[src/rtl/s444_bist_tester.sv]
// BIST stimulus generator and 16-bit MISR response compactor for one s444 instance.
// Optional golden-signature comparator is compiled in with `define BIST_GOLDEN_CMP_EN.
module s444_bist_tester #(
   parameter int unsigned PAT_COUNT   = 255,
   parameter int unsigned INIT_CYCLES = 4,
   parameter logic [7:0]  LFSR_SEED   = 8'h01,
   parameter logic [15:0] GOLDEN_SIG  = 16'h0000
) (
   input  logic        CK,
   input  logic        RST,
   input  logic        START,
   input  logic        ABORT,
   input  logic [5:0]  RESP,
   output logic [2:0]  PAT,
   output logic        BUSY,
   output logic        DONE,
   output logic [15:0] SIGNATURE,
   output logic        PASS
);

   localparam logic [2:0] S_IDLE  = 3'd0;
   localparam logic [2:0] S_INIT  = 3'd1;
   localparam logic [2:0] S_RUN   = 3'd2;
   localparam logic [2:0] S_FLUSH = 3'd3;
   localparam logic [2:0] S_DONE  = 3'd4;

   localparam logic [7:0]  SEED_EFF  = (LFSR_SEED == 8'h00) ? 8'h01 : LFSR_SEED;
   localparam logic [7:0]  INIT_LAST = 8'(INIT_CYCLES - 1);
   localparam logic [15:0] PAT_LAST  = 16'(PAT_COUNT - 1);

   logic [2:0]  state_q, state_d;
   logic [7:0]  init_cnt_q, init_cnt_d;
   logic [15:0] pat_cnt_q, pat_cnt_d;
   logic [7:0]  lfsr_q, lfsr_d;
   logic [15:0] misr_q, misr_d;
   logic        cap_en_q, cap_en_d;
   logic [2:0]  pat_q, pat_d;
   logic        busy_q, busy_d;
   logic        done_q, done_d;
   logic        pass_q, pass_d;

   logic        busy_state;
   logic        abort_now;
   logic [7:0]  lfsr_step;
   logic [15:0] misr_step;

   assign busy_state = (state_q == S_INIT) || (state_q == S_RUN) || (state_q == S_FLUSH);
   assign abort_now  = ABORT && busy_state;
   assign lfsr_step  = {lfsr_q[6:0], lfsr_q[7] ^ lfsr_q[5] ^ lfsr_q[4] ^ lfsr_q[3]};
   assign misr_step  = ({misr_q[14:0], 1'b0} ^ (misr_q[15] ? 16'h1021 : 16'h0000))
                       ^ {10'b0, RESP};

   always_comb begin
      state_d    = state_q;
      init_cnt_d = init_cnt_q;
      pat_cnt_d  = pat_cnt_q;
      lfsr_d     = lfsr_q;
      misr_d     = misr_q;
      pass_d     = 1'b0;

      // An aborting edge leaves the partial signature untouched
      if (cap_en_q && !abort_now) begin
         misr_d = misr_step;
      end

      case (state_q)
         S_IDLE, S_DONE: begin
            if (START) begin
               state_d    = S_INIT;
               lfsr_d     = SEED_EFF;
               misr_d     = '0;
               init_cnt_d = '0;
               pat_cnt_d  = '0;
            end
         end
         S_INIT: begin
            if (init_cnt_q == INIT_LAST) state_d = S_RUN;
            else                         init_cnt_d = init_cnt_q + 8'd1;
         end
         S_RUN: begin
            if (pat_cnt_q == PAT_LAST) state_d = S_FLUSH;
            else                       pat_cnt_d = pat_cnt_q + 16'd1;
         end
         S_FLUSH: state_d = S_DONE;
         default: state_d = S_IDLE;
      endcase

      if (abort_now) begin
         state_d = S_IDLE;
      end

      cap_en_d = (state_q == S_RUN) && !abort_now;

      // Each edge that drives a RUN pattern consumes the current LFSR value
      if (state_d == S_RUN) begin
         lfsr_d = lfsr_step;
      end

      case (state_d)
         S_INIT:  pat_d = 3'b001;
         S_RUN:   pat_d = lfsr_q[2:0];
         default: pat_d = 3'b000;
      endcase

      busy_d = (state_d == S_INIT) || (state_d == S_RUN) || (state_d == S_FLUSH);
      done_d = (state_d == S_DONE);

`ifdef BIST_GOLDEN_CMP_EN
      if (state_d == S_DONE) begin
         pass_d = (state_q == S_DONE) ? pass_q : (misr_d == GOLDEN_SIG);
      end
`endif
   end

`ifndef BIST_GOLDEN_CMP_EN
   logic unused_golden;
   assign unused_golden = ^GOLDEN_SIG ^ pass_q;
`endif

   always_ff @(posedge CK) begin
      if (RST) begin
         state_q    <= S_IDLE;
         init_cnt_q <= '0;
         pat_cnt_q  <= '0;
         lfsr_q     <= SEED_EFF;
         misr_q     <= '0;
         cap_en_q   <= 1'b0;
         pat_q      <= '0;
         busy_q     <= 1'b0;
         done_q     <= 1'b0;
         pass_q     <= 1'b0;
      end else begin
         state_q    <= state_d;
         init_cnt_q <= init_cnt_d;
         pat_cnt_q  <= pat_cnt_d;
         lfsr_q     <= lfsr_d;
         misr_q     <= misr_d;
         cap_en_q   <= cap_en_d;
         pat_q      <= pat_d;
         busy_q     <= busy_d;
         done_q     <= done_d;
         pass_q     <= pass_d;
      end
   end

   assign PAT       = pat_q;
   assign BUSY      = busy_q;
   assign DONE      = done_q;
   assign SIGNATURE = misr_q;
`ifdef BIST_GOLDEN_CMP_EN
   assign PASS      = pass_q;
`else
   assign PASS      = 1'b0;
`endif

endmodule
[config.mk]
export PLATFORM = sky130hd
export DESIGN_NAME = s444_bist_tester
export DESIGN_NICKNAME = d
export VERILOG_FILES = /design/src/rtl/s444_bist_tester.sv
export SDC_FILE = /design/constraint.sdc
export NUM_CORES = 1
export LEC_CHECK = 0
export CAP_MARGIN = 0
export CELL_PAD_IN_SITES_DETAIL_PLACEMENT = 0
export CELL_PAD_IN_SITES_GLOBAL_PLACEMENT = 2
export CORE_ASPECT_RATIO = 1.25
export CORE_MARGIN = 1.5
export CORE_UTILIZATION = 34
export DETAILED_ROUTE_END_ITERATION = 8
export GPL_TIMING_DRIVEN = 0
export PLACE_DENSITY_LB_ADDON = 0.1
export REMOVE_ABC_BUFFERS = 1
export SKIP_CTS_REPAIR_TIMING = 1
export SLEW_MARGIN = 20
export SYNTH_ARGS = -nofsm -noshare
export SYNTH_HDL_FRONTEND = slang
export SYNTH_SLANG_ARGS = --single-unit
[constraint.sdc]
create_clock -name CK -period 2.65 [get_ports CK]
set_input_delay 0.6625 -clock CK [delete_from_list [all_inputs] [get_ports CK]]
set_output_delay 0.6625 -clock CK [all_outputs]
set_load 0.03 [all_outputs]
==> Word level (Yosys, flattened, before mapping) <==
Index checks and enable logic that the tools add are counted.
{ "op_classes": {"eq_ne": 13, "mux": 19, "n_lt_le_gt_ge": 0, "reduce_logical": 17, "n_addsub": 2, "div": 0, "shift": 0, "bitwise_logic": 5, "multipliers": 0} }
{ "ops": {"columns": ["cell", "n"], "rows": [
  ["16-bit two-way mux", 5],
  ["8-bit two-way mux", 5],
  ["16-bit one-hot mux with 2 select lines", 1],
  ["16-bit by 1-bit adder with 16-bit output, second input constant", 1],
  ["16-bit by 8-bit equality test with 1-bit output, second input constant", 1],
  ["8-bit one-hot mux with 2 select lines", 1],
  ["16-bit by 13-bit bitwise XOR with 16-bit output", 1],
  ["16-bit by 6-bit bitwise XOR with 16-bit output", 1],
  ["13-bit two-way mux", 1],
  ["3-bit by 2-bit equality test with 1-bit output, second input constant", 4],
  ["3-bit two-way mux", 4],
  ["3-bit one-hot mux with 4 select lines", 1],
  ["8-bit by 1-bit adder with 8-bit output, second input constant", 1],
  ["8-bit by 2-bit equality test with 1-bit output, second input constant", 1],
  ["2-bit nonzero test", 4],
  ["3-bit by 1-bit equality test with 1-bit output, second input constant", 2],
  ["3-bit equality test, second input constant", 2],
  ["2-bit inequality test, second input constant", 3],
  ["3-bit one-hot mux with 2 select lines", 1],
  ["3-bit AND reduction", 2],
  ["1-bit logical OR", 4],
  ["1-bit logical AND", 3],
  ["3-bit logical NOT", 1],
  ["1-bit bitwise XOR", 3],
  ["3 further kinds", 3]
]} }
{ "totals": {"out_inout_bits": 22, "memories": 0, "word_cells": 65, "latch_bits": 0, "ff_bits": 57, "rom_bits": 0, "ram_bits": 0} }

==> Depth between registers and ports, before layout <==
{ "logic_depth": {"word_depth": 9, "ltp_mapped": 7, "depth_no_buf": 6} }

==> Worst setup path before layout <==
Ideal clock, no wire load.
{ "synth_path": {"path_kind": "input-to-reg", "startpoint": "input START", "endpoint": "register pat_cnt_q[9]", "path_buffers": 1, "stages": 4, "slack_ns": 0.650, "required_ns": 2.511, "arrival_ns": 1.862, "setup_ns": 0.139, "path_cell_list": "or3b_2 -> buf_2 -> a2111oi_0 -> o21ai_0"} }
{ "synth_between": {"elab_chain_len": 2} }
{ "synth_lines": {"columns": ["item", "line_no", "source"], "rows": [
  ["from (decl)", "11", "input logic START,"],
  ["2-bit inequality test (no source line)", null, null],
  ["3-bit AND reduction (no source line)", null, null],
  ["to (signal assigned)", "135", "pat_cnt_q <= pat_cnt_d;"],
  ["to (decl)", "33", "logic [15:0] pat_cnt_q, pat_cnt_d;"]
]} }
No other way between the ends.
A chain may end at the register's enable or synchronous reset.

==> Final worst setup path <==
Same ends and word-level chain as after synthesis.

==> results by group <==
Detailed routing
  • Initial DRC Count: 101
  • DR vias: approximately 2200
  • Vias per cell: ~5.1
  • Wire length per cell: between 10 and 15 um
  • Post-route DRC: 0
  • WL final: 6.18 mm
  • First-pass detailed-route iteration total: 4
  • Antenna Nets Post-Route: 0

Global route
  • Largest net degree at the start of global routing: 31
  • Vias in the first global route: roughly 2000
  • GR Util All Layers: between 10% and 20%
  • Overflow left after global routing: 0
  • First-pass GRT wire length: about 9.9 mm
  • Initial antenna violation count: 0

Min path
  • Worst Hold Launch: SIGNATURE[13]
  • Worst min path class: flip-flop to flip-flop
  • WHS Path Cells: 2
  • Hold EP: SIGNATURE[14]

Cells and area
  • Diodes inserted: 0
  • Nets@finish: 350
  • Share of layout cells above drive strength 1: under 10%
  • Post-route cell area: between 3000 and 4000 um^2
  • Synthesis-to-layout area growth: 20.8%
  • Final non-filler cell total: around 440

Placed design
  • Dpl ws: -0.265 ns
  • Placed Area: just over 3000 um^2
  • Dpl cells: 417
  • DP HPWL: between 3 and 4 mm
  • Gpl congestion: roughly 0.73
  • Port bufs: 30

Clocking
  • CTS Buffer Depth: 2
  • CTS tree: done
  • CTS buffer count: 9
  • Worst-path clk slew: about 0.070 ns
  • H-tree Lvls: 3
  • CTS sink cnt: 57
  • CTS root buffer: clkbuf_8
  • Clk Latency, worst-skew pair: approximately 0.34 ns

Worst setup path
  • Worst R2R Start: init_cnt_q[0]
  • Critical path's slowest cell: or3b_2
  • Reg2reg setup slack: between 0.2 and 0.3 ns
  • FF-to-FF path depth: 5
  • Req. time, crit path: approximately 2.9 ns
  • RR Endpoint: PAT[0]
  • WP data arrival: between 2 and 3 ns
  • Critical Path Fanout Max: 20
  • Worst path cell trace: clkdlybuf4s50_1 > or3b_2 > a2111oi_0 > o21ai_0
  • Worst setup EP type: flip-flop
  • CP max stage delay: 0.70 ns
  • Setup crit start kind: primary input
  • Type of the worst setup path: primary input to flip-flop

Yosys
  • Synth Area per Inst: between 8 and 9 um^2
  • Post-synthesis cell count: 310
  • Synth Flop Type: dfxtp_1
  • Synthesized cell area: 2710 um^2
  • Yosys warns: 0
  • Top cell type's share of synthesized area: a little over two fifths
  • Netlist cell types: 51
  • Seq cells post-synth: between 50 and 60
  • Leading area contributor after synthesis: dfxtp_1
  • Top post-synthesis cells by area: dfxtp_1 42%, mux2i_1 5.9%, xnor2_1 5.2%
  • EDFF count, synth: 0
  • Post-synth ARST share: 0%
  • Part of the Yosys area used for sequential elements: between 40% and 50%

Timing
  • Worst slew margin: between 30% and 40%
  • Fin crit period: 2.49 ns
  • FMAX: between 400 and 500 MHz
  • WHS: between 0.4 and 0.5 ns
  • Post-Route Skew: approximately 0.008 ns
  • RSZ-0062 raised after global routing: no
  • Slew of the pin with the lowest slew margin: ~0.96 ns
  • Hold Violations, Final: 0
  • Fin crit share: 94.1%
  • Final worst setup slack: ~0.16 ns
  • Final setup fails: 0
  • Slew Viols, Final: 0

Floorplanning
  • Die area: roughly 8500 um^2
  • Initial Util: 35.0%
  • Die height: 103 um
  • Core area: 7750 um^2
  • # IOs: 32
  • Die X: 82.9 um
  • Core Rows: 36

Run
  • Max_cap viols: 0

Pwr
  • Lkg Pwr: about 1.1 nW
  • Total power per unit cell area: about 550 nW/um^2
  • Worst VDD drop: a little under 300 uV

Outcome
  • Status: finished clean
==> metal layers <==
layer | global-route usage (%) | wire length (um)
met1 | 17.3 | 2800
met2 | 24.8 | 2990
met3 | 5.28 | 295
met4 | 6.67 | 99
met5 | 0 | 0
==> placed cells by master (no fill, tap or decap), drive strengths merged, types with 3 or more instances in the layout <==
master	count
dfxtp	57
nand2	34
clkdlybuf4s50	30
nor2	23
a21oi	22
nand2b	18
xnor2	16
mux2i	16
or3	13
nand3	12
o21ai	10
a211oi	9
clkbuf	9
nand4	8
nor4	6
buf	4
or4	4
inv	3
and3	3
ha	3
clkinvlp	3
or3b	3
clkinv	3
==> cell families (layout without fill, tap and decap cells) <==
| family | Yosys count | count (layout) | synth area share (%) |
|---|---|---|---|
| AOI/OAI and AO/OA | 57 | 57 | 13.2 |
| other | 1 | 1 | 0.138 |
| DFF | 57 | 57 | 42.1 |
| xor gates and xnor gates | 17 | 17 | 5.49 |
| and+or+nand+nor | 138 | 138 | 28.1 |
| muxes | 16 | 16 | 5.90 |
| buffers and inverters | 21 | 53 | 3.69 |
| adders and majority gates | 3 | 3 | 1.38 |
==> through the flow <==
step                      power [mW]  utilization (%)  setup TNS, ns
after floorplan                0.954                -              0
after global placement          1.00             39.3         -18.83
after detailed placement        1.00             39.4          -4.23
after CTS                       1.83             41.9              0
after global routing            1.88             42.3              0
final                           1.80             42.3              0
==> flip-flops by register name (all words and copies together), names as in the netlist <==
signal,flops
DONE,1
lfsr_q,8
SIGNATURE,16
init_cnt_q,8
pat_cnt_q,16
PAT,3
state_q,3
BUSY,1
cap_en_q,1
==> cell type report <==
class                      instances  area, um^2
inverter                           3        11.3
clock buffer                       9         124
fill                             809        4470
sequential                        57        1140
clock inverter                     7        71.3
multi-input combinational        232        1480
timing repair buffer              34         330
tap                               95         119
==> cell usage after synthesis, types with 2 or more instances <==
library cell,count
a211oi_1,9
a21oi_1,22
a31oi_1,2
and3_1,3
buf_1,2
buf_2,2
buf_6,2
clkbuf_1,11
dfxtp_1,57
ha_1,3
inv_1,3
mux2i_1,16
nand2_1,34
nand2b_1,18
nand3_1,12
nand3b_1,2
nand4_1,8
nand4b_1,2
nor2_1,23
nor2b_1,2
nor4_1,5
nor4b_1,2
o2111ai_1,2
o21ai_0,9
o22ai_1,2
o31ai_1,2
or3_1,13
or3b_2,2
or4_1,3
xnor2_1,16
==> critical path, delay by kind of cell <==
| family | cells | cell delay (ns) |
|---|---|---|
| buffers and inverters | 1 | 0.49 |
| AOI/OAI and AO/OA | 2 | 0.84 |
| and+or+nand+nor | 1 | 0.70 |
==> where the power goes <==
group          internal, mW  total, mW  switching (mW)
combinational        0.0428      0.111          0.0680
clock                 0.431      0.814           0.383
sequential            0.863      0.871         0.00768
total                  1.34       1.80           0.458
==> worst max path at each step <==
stage                       startpoint            to  slack (ns)  depth (start not counted)
after CTS                 pat_cnt_q[2]     lfsr_q[3]        0.12                          4
after detailed placement         START  pat_cnt_q[9]       -0.27                          4
after global routing             START  pat_cnt_q[9]        0.05                          4
after global placement             RST     lfsr_q[0]       -0.54                          4
final                            START  pat_cnt_q[9]        0.16                          4
after floorplan                  START     lfsr_q[0]        0.54                          4
Note: power is estimated with default switching activity, not from simulation.
